[src/rtl/piano_defs.sv]
// Shared constants for the piano game datapath: FSM state encoding and BCD score limits.
package piano_defs;

  typedef enum logic [1:0] {
    ST_IDLE = 2'd0,
    ST_PLAY = 2'd1,
    ST_OVER = 2'd2
  } state_t;

  localparam int          BCD_DIGIT_W = 4;
  localparam int          BCD_DIGITS  = 4;
  localparam logic [15:0] SCORE_MAX   = 16'h9999;

endpackage

[src/rtl/bcd_inc4.sv]
// Four-digit BCD incrementer adding 1 or 2 with a ripple carry between digits.
// Any carry out of the top digit saturates the result at 9999.
module bcd_inc4
  import piano_defs::*;
(
  input  logic [15:0] i_value,
  input  logic        i_two,
  output logic [15:0] o_sum
);

  logic [BCD_DIGITS:1] w_carry;
  logic [15:0]         w_raw;

  genvar gi;
  generate
    for (gi = 0; gi < BCD_DIGITS; gi++) begin : g_digit
      logic [1:0] w_add;
      logic [4:0] w_tmp;
      if (gi == 0) begin : g_lsd
        assign w_add = i_two ? 2'd2 : 2'd1;
      end else begin : g_upper
        assign w_add = {1'b0, w_carry[gi]};
      end
      assign w_tmp = {1'b0, i_value[gi*BCD_DIGIT_W +: BCD_DIGIT_W]} + {3'b000, w_add};
      assign w_carry[gi+1] = (w_tmp > 5'd9);
      assign w_raw[gi*BCD_DIGIT_W +: BCD_DIGIT_W] =
        w_carry[gi+1] ? 4'(w_tmp - 5'd10) : w_tmp[3:0];
    end
  endgenerate

  assign o_sum = w_carry[BCD_DIGITS] ? SCORE_MAX : w_raw;

endmodule

[src/rtl/score_keeper.sv]
// Game-state keeper between block_move and the display: judges one event per
// add/wrong window and tracks score, combo, lives and speed level.
module score_keeper
  import piano_defs::*;
#(
  parameter int LIVES       = 3,
  parameter int LEVEL_STEP  = 10,
  parameter int SLOW_INIT   = 4,
  parameter int SLOW_MIN    = 1,
  parameter int COMBO_BONUS = 5
) (
  input  logic        clk,
  input  logic        rst,
  input  logic        start_btn,
  input  logic        add,
  input  logic        wrong,
  input  logic [3:0]  down_target,
  output logic        game_ena,
  output logic [2:0]  slow,
  output logic [15:0] score_bcd,
  output logic [7:0]  combo,
  output logic [7:0]  best_combo,
  output logic [1:0]  lives,
  output logic        game_over,
  output logic        hit_pulse,
  output logic        miss_pulse,
  output logic [3:0]  miss_key
);

  localparam int            HITS_W    = $clog2(LEVEL_STEP + 1);
  localparam logic [HITS_W-1:0] HITS_LAST = HITS_W'(LEVEL_STEP - 1);

  state_t              r_state;
  state_t              w_state_next;
  logic                w_enter_play;
  logic                r_start_q;
  logic                r_win_open;
  logic [HITS_W-1:0]   r_hits;
  logic [2:0]          r_slow;
  logic [15:0]         r_score;
  logic [7:0]          r_combo;
  logic [7:0]          r_best;
  logic [1:0]          r_lives;
  logic                r_hit_pulse;
  logic                r_miss_pulse;
  logic [3:0]          r_miss_key;

  logic                w_start_rise;
  logic                w_event;
  logic                w_hit;
  logic                w_miss;
  logic [7:0]          w_combo_inc;
  logic [15:0]         w_score_inc;

  assign w_start_rise = start_btn & ~r_start_q;
  assign w_event      = ~r_win_open & (add | wrong);
  // add wins when both flags open the window together
  assign w_hit        = (r_state == ST_PLAY) & w_event & add;
  assign w_miss       = (r_state == ST_PLAY) & w_event & ~add;
  assign w_combo_inc  = (r_combo == 8'hFF) ? 8'hFF : r_combo + 8'd1;

  bcd_inc4 u_bcd_inc4 (
    .i_value (r_score),
    .i_two   (r_combo >= 8'(COMBO_BONUS)),
    .o_sum   (w_score_inc)
  );

  always_ff @(posedge clk or posedge rst) begin
    if (rst) r_state <= ST_IDLE;
    else     r_state <= w_state_next;
  end

  always_comb begin
    w_state_next = r_state;
    w_enter_play = 1'b0;
    case (r_state)
      ST_IDLE, ST_OVER: begin
        if (w_start_rise) begin
          w_state_next = ST_PLAY;
          w_enter_play = 1'b1;
        end
      end
      ST_PLAY: begin
        if (w_miss && r_lives == 2'd1) w_state_next = ST_OVER;
      end
      default: w_state_next = ST_IDLE;
    endcase
  end

  // Window tracking runs in every state so a flag held across PLAY entry is never judged.
  always_ff @(posedge clk or posedge rst) begin
    if (rst) begin
      r_start_q  <= 1'b1;
      r_win_open <= 1'b0;
    end else begin
      r_start_q  <= start_btn;
      r_win_open <= add | wrong;
    end
  end

  always_ff @(posedge clk or posedge rst) begin
    if (rst) begin
      r_hits       <= '0;
      r_slow       <= 3'(SLOW_INIT);
      r_score      <= 16'h0000;
      r_combo      <= 8'd0;
      r_best       <= 8'd0;
      r_lives      <= 2'(LIVES);
      r_hit_pulse  <= 1'b0;
      r_miss_pulse <= 1'b0;
      r_miss_key   <= 4'd0;
    end else begin
      r_hit_pulse  <= w_hit;
      r_miss_pulse <= w_miss;
      if (w_enter_play) begin
        r_hits  <= '0;
        r_slow  <= 3'(SLOW_INIT);
        r_score <= 16'h0000;
        r_combo <= 8'd0;
        r_lives <= 2'(LIVES);
      end else if (w_hit) begin
        r_score <= w_score_inc;
        r_combo <= w_combo_inc;
        if (w_combo_inc > r_best) r_best <= w_combo_inc;
        if (r_hits == HITS_LAST) begin
          r_hits <= '0;
          if (r_slow > 3'(SLOW_MIN)) r_slow <= r_slow - 3'd1;
        end else begin
          r_hits <= r_hits + 1'b1;
        end
      end else if (w_miss) begin
        r_combo    <= 8'd0;
        r_lives    <= r_lives - 2'd1;
        r_miss_key <= down_target;
      end
    end
  end

  assign game_ena   = (r_state == ST_PLAY);
  assign game_over  = (r_state == ST_OVER);
  assign slow       = r_slow;
  assign score_bcd  = r_score;
  assign combo      = r_combo;
  assign best_combo = r_best;
  assign lives      = r_lives;
  assign hit_pulse  = r_hit_pulse;
  assign miss_pulse = r_miss_pulse;
  assign miss_key   = r_miss_key;

endmodule

[config.mk]
export PLATFORM = sky130hd
export DESIGN_NAME = score_keeper
export DESIGN_NICKNAME = d
export VERILOG_FILES = /design/src/rtl/piano_defs.sv /design/src/rtl/bcd_inc4.sv /design/src/rtl/score_keeper.sv
export SDC_FILE = /design/constraint.sdc
export NUM_CORES = 1
export LEC_CHECK = 0
export BUFFER_PORTS_ARGS = -buffer_cell sky130_fd_sc_hd__buf_2
export CORE_ASPECT_RATIO = 0.9
export CORE_MARGIN = 3
export CORE_UTILIZATION = 30
export CTS_CLUSTER_DIAMETER = 40
export DETAILED_ROUTE_END_ITERATION = 12
export GPL_TIMING_DRIVEN = 0
export MAX_ROUTING_LAYER = met4
export PLACE_DENSITY = 0.5
export SLEW_MARGIN = 20
export SYNTH_ARGS = -nofsm -noshare
export SYNTH_HDL_FRONTEND = slang
export SYNTH_HIERARCHICAL = 1
export SYNTH_SLANG_ARGS = --single-unit
[constraint.sdc]
create_clock -name clk -period 7.52 [get_ports clk]
set_input_delay 0.376 -clock clk [delete_from_list [all_inputs] [get_ports clk]]
set_output_delay 0.376 -clock clk [all_outputs]
set_load 0.1 [all_outputs]
Word level (Yosys, flattened, before mapping):

Index checks and enable logic that the tools add are counted.

* output and inout bits: 45
* register bits: 51
* logic and storage cells: 88
* input bits: 9

* add/subtract/negate cells: 11
* equality and inequality tests: 8
* bitwise operators: 11
* reduce and logical (&&, ||, !) cells: 13
* multiplexer cells: 26
* magnitude comparators: 7

Operator list (count)
* $mux W16: 3
* $mux W8: 4
* $mux W4: 6
* $gt A5 B4 Y1 const B: 4
* $add A4 B1 Y5: 3
* $mux W2: 6
* $mux W3: 4
* $sub A4 B4 Y4 const B: 3
* $reduce_and A3 Y1: 3
* $add A8 B1 Y8 const B: 1
* $eq A8 B8 Y1 const B: 1
* $ge A8 B3 Y1 const B: 1
* $gt A8 B8 Y1: 1
* $reduce_bool A2 Y1: 4
* $add A4 B2 Y5: 1
* $and A1 B1 Y1: 5
* $not A1 Y1: 5
* $add A4 B1 Y4 const B: 1
* $eq A2 B1 Y1 const B: 2
* $eq A4 B4 Y1 const B: 1
* $ne A2 B2 Y1 const B: 2
* $pmux W2 S2: 1
* $reduce_and A2 Y1: 2
* $gt A3 B1 Y1 const B: 1
* other kinds (10): 11

Logic depth before layout (Yosys ltp):

* depth in word-level cells: 13
* gate-level depth with buffers: 33
* mapped depth without buffers: 31

Cells and area by module:

The synthesis kept the hierarchy.

Modules (own cells, without submodules)
* score_keeper: area each 2503.7 um^2, cells each 250, seq. area each 1281.2 um^2, instances 1
* bcd_inc4: area each 825.8 um^2, cells each 117, seq. area each 0.0 um^2, instances 1

Least setup slack after synthesis:

Ideal clock, no wire load.

* path type: reg-to-reg
* start: register r_combo[1] (netlist: combo[1])
* end: register r_score[4] (netlist: score_bcd[4])
* library setup time: 0.133 ns
* path buffers: 2
* stages on the path, launching flop included: 29
* data required time: 7.387 ns
* path slack: 1.242 ns
* arrival: 6.145 ns
* path through: dfrtp_1 inv_1 ha_1 o21ai_0 nand3_1 inv_1 ha_1 inv_1 fa_1 o211a_1 a211oi_1 ha_1 ha_1 nand2b_1 mux2i_1 nor2_1 ha_1 ha_1 clkbuf_1 or3_1 nor2b_1 ha_1 ha_1 o22a_1 a2bb2oi_2 buf_2 or2_2 nand2_1 o21ai_0

* word-level cells in the longest chain between the ends: 13
* elaborated cells between the ends (all ways): 15

RTL lines
* from (decl): line score_keeper.sv:41 `logic [7:0] r_combo;`
* from (signal assigned): line score_keeper.sv:123 `r_combo <= w_combo_inc;`
* $ge A8 B3 Y1 *: line score_keeper.sv:64 `.i_two (r_combo >= 8'(COMBO_BONUS)),`
* $mux W2 *: line bcd_inc4.sv:20 `assign w_add = i_two ? 2'd2 : 2'd1;`
* $add A4 B2 Y5 *: line bcd_inc4.sv:24 `assign w_tmp = {1'b0, i_value[gi*BCD_DIGIT_W +: BCD_DIGIT_W]} + {3'b000, w_add};`
* $gt A5 B4 Y1 *: line bcd_inc4.sv:25 `assign w_carry[gi+1] = (w_tmp > 5'd9);`
* $add A4 B1 Y5 *: line bcd_inc4.sv:24
* $gt A5 B4 Y1: line bcd_inc4.sv:25
* $add A4 B1 Y5: line bcd_inc4.sv:24
* $gt A5 B4 Y1: line bcd_inc4.sv:25
* $add A4 B1 Y5: line bcd_inc4.sv:24
* $gt A5 B4 Y1: line bcd_inc4.sv:25
* $mux W16 *: line bcd_inc4.sv:31 `assign o_sum = w_carry[BCD_DIGITS] ? SCORE_MAX : w_raw;`
* named net w_score_inc[4]: line score_keeper.sv:53 `logic [15:0] w_score_inc;`
* $mux W16 *: line score_keeper.sv:121 `end else if (w_hit) begin`
* $mux W16 *: line score_keeper.sv:115 `if (w_enter_play) begin`
* to (signal assigned): line score_keeper.sv:122 `r_score <= w_score_inc;`
* to (decl): line score_keeper.sv:40 `logic [15:0] r_score;`

Mark *: on every way through the listed nets, which the timed path passes. The rest lies on a longest branch. The select of a mux whose other input is x is not followed.
A chain may end at the register's enable or synchronous reset.

Final worst setup path:

* start: register r_combo[1] (netlist: combo[1])
* end: register r_score[8] (netlist: score_bcd[8])

* word-level cells in the longest chain between the ends: 13
* elaborated cells between the ends (all ways): 15

RTL lines (line)
* $ge A8 B3 Y1 *: score_keeper.sv:64
* $mux W2 *: bcd_inc4.sv:20
* $add A4 B2 Y5 *: bcd_inc4.sv:24
* $gt A5 B4 Y1 *: bcd_inc4.sv:25
* $add A4 B1 Y5 *: bcd_inc4.sv:24
* $gt A5 B4 Y1 *: bcd_inc4.sv:25
* $add A4 B1 Y5 *: bcd_inc4.sv:24
* $gt A5 B4 Y1: bcd_inc4.sv:25
* $add A4 B1 Y5: bcd_inc4.sv:24
* $gt A5 B4 Y1: bcd_inc4.sv:25
* $mux W16 *: bcd_inc4.sv:31
* named net w_score_inc[8]: score_keeper.sv:53
* $mux W16 *: score_keeper.sv:121
* $mux W16 *: score_keeper.sv:115

Marked as above.

==> results.py <==
metrics = {
    "grt": {
        "grt_pass1_wl_um": 12820,
        "met1_usage_pct": 18.37,
        "antenna_found_initial": 0,
        "grt_max_degree": 52,
        "grt_pass1_vias": 2561,
        "overflow": 0,
        "top_usage_layer": "met2",
        "grt_use_met2_pct": 19.33,
        "gr-usage-met3_pct": 2.561,
        "track_usage_pct": 12.91,
    },
    "critical_path": {
        "rrSetupSlack_ps": 1000,
        "endpoint_kind": "flip-flop",
        "cp_slowest_cell": "fa_1",
        "required_ps": 7660,
        "r2r_cells": 29,
        "worstReg2RegEnd": "score_bcd[8]",
        "startpoint_type": "flip-flop",
        "path_class": "reg2reg",
        "cpPeakStageDelay_ps": 490,
        "worstPathArrival_ps": 6670,
        "cpMostUsedCell": "ha_1",
        "timing.rr.start": "combo[1]",
        "cp_max_fo": 10,
    },
    "sta": {
        "setup_tns_ps": 0,
        "slew_violations": 0,
        "hold_viol_final": 0,
        "fmax_mhz": 153.3,
        "period_share_pct": 86.76,
        "min_period_ps": 6524,
        "setup_violations": 0,
        "finClkSkew_ps": 6.373,
        "slew_headroom_pct": 51.91,
        "grt_setup_unrepaired": "no",
        "worstMarginPinSlew_ps": 721.4,
    },
    "final_layout": {
        "multi_input_area_um2": 1858,
        "fill_cells": 1083,
        "final_nets": 464,
        "regArea_um2": 1281,
        "final_cells": 557,
        "area_delta_synth_final_pct": 18.11,
        "stdcell_area_um2": 3933,
        "drive_above_1_share_pct": 24.30,
        "diodes": 0,
    },
    "pwr": {
        "p_leak_nw": 1.934,
        "p_per_area_nw_per_um2": 297.1,
        "vdd_drop_max_uv": 251.2,
    },
    "logic_synthesis": {
        "ys_seq_area_share_pct": 38.48,
        "yosysMostFrequentCell": "nand2_1",
        "async_flop_share_pct": 100.0,
        "synth_nets": 404,
        "netlist_top_cells_count": "57 x nand2_1, 47 x dfrtp_1, 28 x inv_1",
        "ys_seq_elements": 51,
        "yosysWarnings": 6,
        "synth.distinct_cells": 63,
        "synthesis.area_um2": 3329,
        "synth_area_per_cell_um2": 9.072,
        "synthDominantCellAreaShare_pct": 35.33,
        "ys_top_cells_by_area": "dfrtp_1 35%, ha_1 10%, nand2_1 6.4%",
        "synth_edf_count": 0,
        "synth_ff_type": "dfrtp_1",
        "yosys.area.top_type": "dfrtp_1",
        "synth_cells": 367,
    },
    "floorplanning": {
        "die_area_um2": 12400,
        "start_util_pct": 31.68,
        "dieHeight_um": 105.9,
        "die_x_um": 117.0,
        "ioPinCount": 54,
        "rows": 35,
        "core_area_um2": 10510,
    },
    "route": {
        "firstDrtPassIters": 4,
        "wl_per_cell_um": 13.41,
        "drt_wl_total_um": 7472,
        "ant_nets": 0,
        "viasPerCell": 4.892,
        "drcViolationCount": 0,
        "drt_iter0_drc": 141,
        "dr_total_vias": 2725,
    },
    "placement": {
        "placed_cell_area_um2": 3759,
        "gp_congestion": 0.7914,
        "dpl.hpwl_um": 5567,
        "io_buffers": 53,
        "placed_cells": 549,
    },
    "clocking": {
        "cts.repair.resized": 0,
        "cts_buffers": 5,
        "ctsHoldBuffers": 0,
        "cts_sinks": 51,
        "tritoncts": "yes",
        "insertion_delay_ps": 280,
        "clock_tree.buffer_depth": 2,
        "htreeDepth": 2,
        "clkSlewWorstSetupHoldPaths_ps": 70,
        "root_buffer": "clkbuf_16",
        "post_cts_buffers": 0,
    },
    "min_path": {
        "holdCritPathClass": "in2async",
    },
    "flow_run": {
        "drv_cap": 0,
    },
    "run_status": {
        "outcome": "completed",
    },
}
==> worst max-delay path: cells and delay by family, from the launching register on <==
kind                       cells  cell delay [ps]
adders and majority gates      9             2430
AOI/OAI and AO/OA              6             1280
buffers and inverters          5              710
DFF                            1              430
and+or+nand+nor                9             1500
==> worst max path at each step <==
stage	start	end	slack, ps	depth (start not counted)
after floorplan	combo[1]	score_bcd[4]	1240	28
after global placement	combo[0]	score_bcd[0]	1050	30
after detailed placement	combo[0]	score_bcd[8]	1020	30
after CTS	combo[0]	score_bcd[8]	990	30
after global routing	combo[0]	score_bcd[8]	300	33
final	combo[1]	score_bcd[8]	1000	29
==> logic make-up (layout without fill, tap and decap cells) <==
kind of cell	count (synthesis)	in the layout	synth area share [%]
XOR/XNOR	10	10	2.631
flip-flops	51	51	38.48
AO/OA/AOI/OAI	83	83	17.93
multiplexers	15	15	4.923
buffers and inverters	45	106	5.712
AND/OR/NAND/NOR	135	135	19.58
adder cells (fa/ha/maj)	28	28	10.75
==> per-layer routing <==
| metal | routed length [um] | vias up |
|---|---|---|
| met5 | 0 | - |
| met4 | 33 | 0 |
| met3 | 331 | 4 |
| met2 | 3270 | 48 |
| met1 | 3837 | 1268 |
| li1 | - | 1405 |
==> flip-flops by register name, summed over array words and instances (netlist names), 2 cells and up <==
signal / count
score_bcd: 16
best_combo: 8
combo: 8
miss_key: 4
r_hits: 4
slow: 3
lives: 2
r_state: 2
==> cell type report <==
cell class              instances  area share, %
inverters                      30          3.054
repair buffers                 53          6.745
clock buffers                   6          3.532
flip-flops and latches         51          32.58
plain buffers                  15          1.845
clock inverters                 2         0.8909
well taps                     129          4.104
multi-input cells             271          47.25
==> cells in the final DEF (no fill, tap or decap), types with 7 or more instances in the layout <==
master | netlist | final
nor3_1 | 10 | 10
mux2_2 | 11 | 11
nand3_1 | 17 | 17
nand2b_1 | 7 | 7
inv_1 | 28 | 27
xnor2_1 | 7 | 7
o21ai_0 | 24 | 24
ha_1 | 27 | 27
buf_2 | 6 | 59
dfrtp_1 | 47 | 47
nor2_1 | 15 | 15
nand2_1 | 57 | 57
a21oi_1 | 14 | 14
==> per-stage QoR <==
step | power [mW] | util [%] | setup WS (ps) | hold slack [ps]
6_report | 1.169 | 37.42 | 995.8 | 183.7
5_1_grt | 1.240 | 37.42 | 299.8 | 186.4
4_1_cts | 1.185 | 37.42 | 985.1 | 191.1
3_5_place_dp | 0.9134 | 35.76 | 1021 | 491.2
3_3_place_gp | 0.9077 | 35.74 | 1051 | 488.9
2_1_floorplan | 0.8183 | - | 1242 | 380.5
==> power breakdown <==
group,switching [mW],internal (mW),total [mW],leakage [nW]
Sequential,0.0400,0.320,0.360,0.665
Clock,0.0974,0.166,0.263,0.0868
Combinational,0.409,0.137,0.545,1.18
Power figures use the tool's default switching activity.
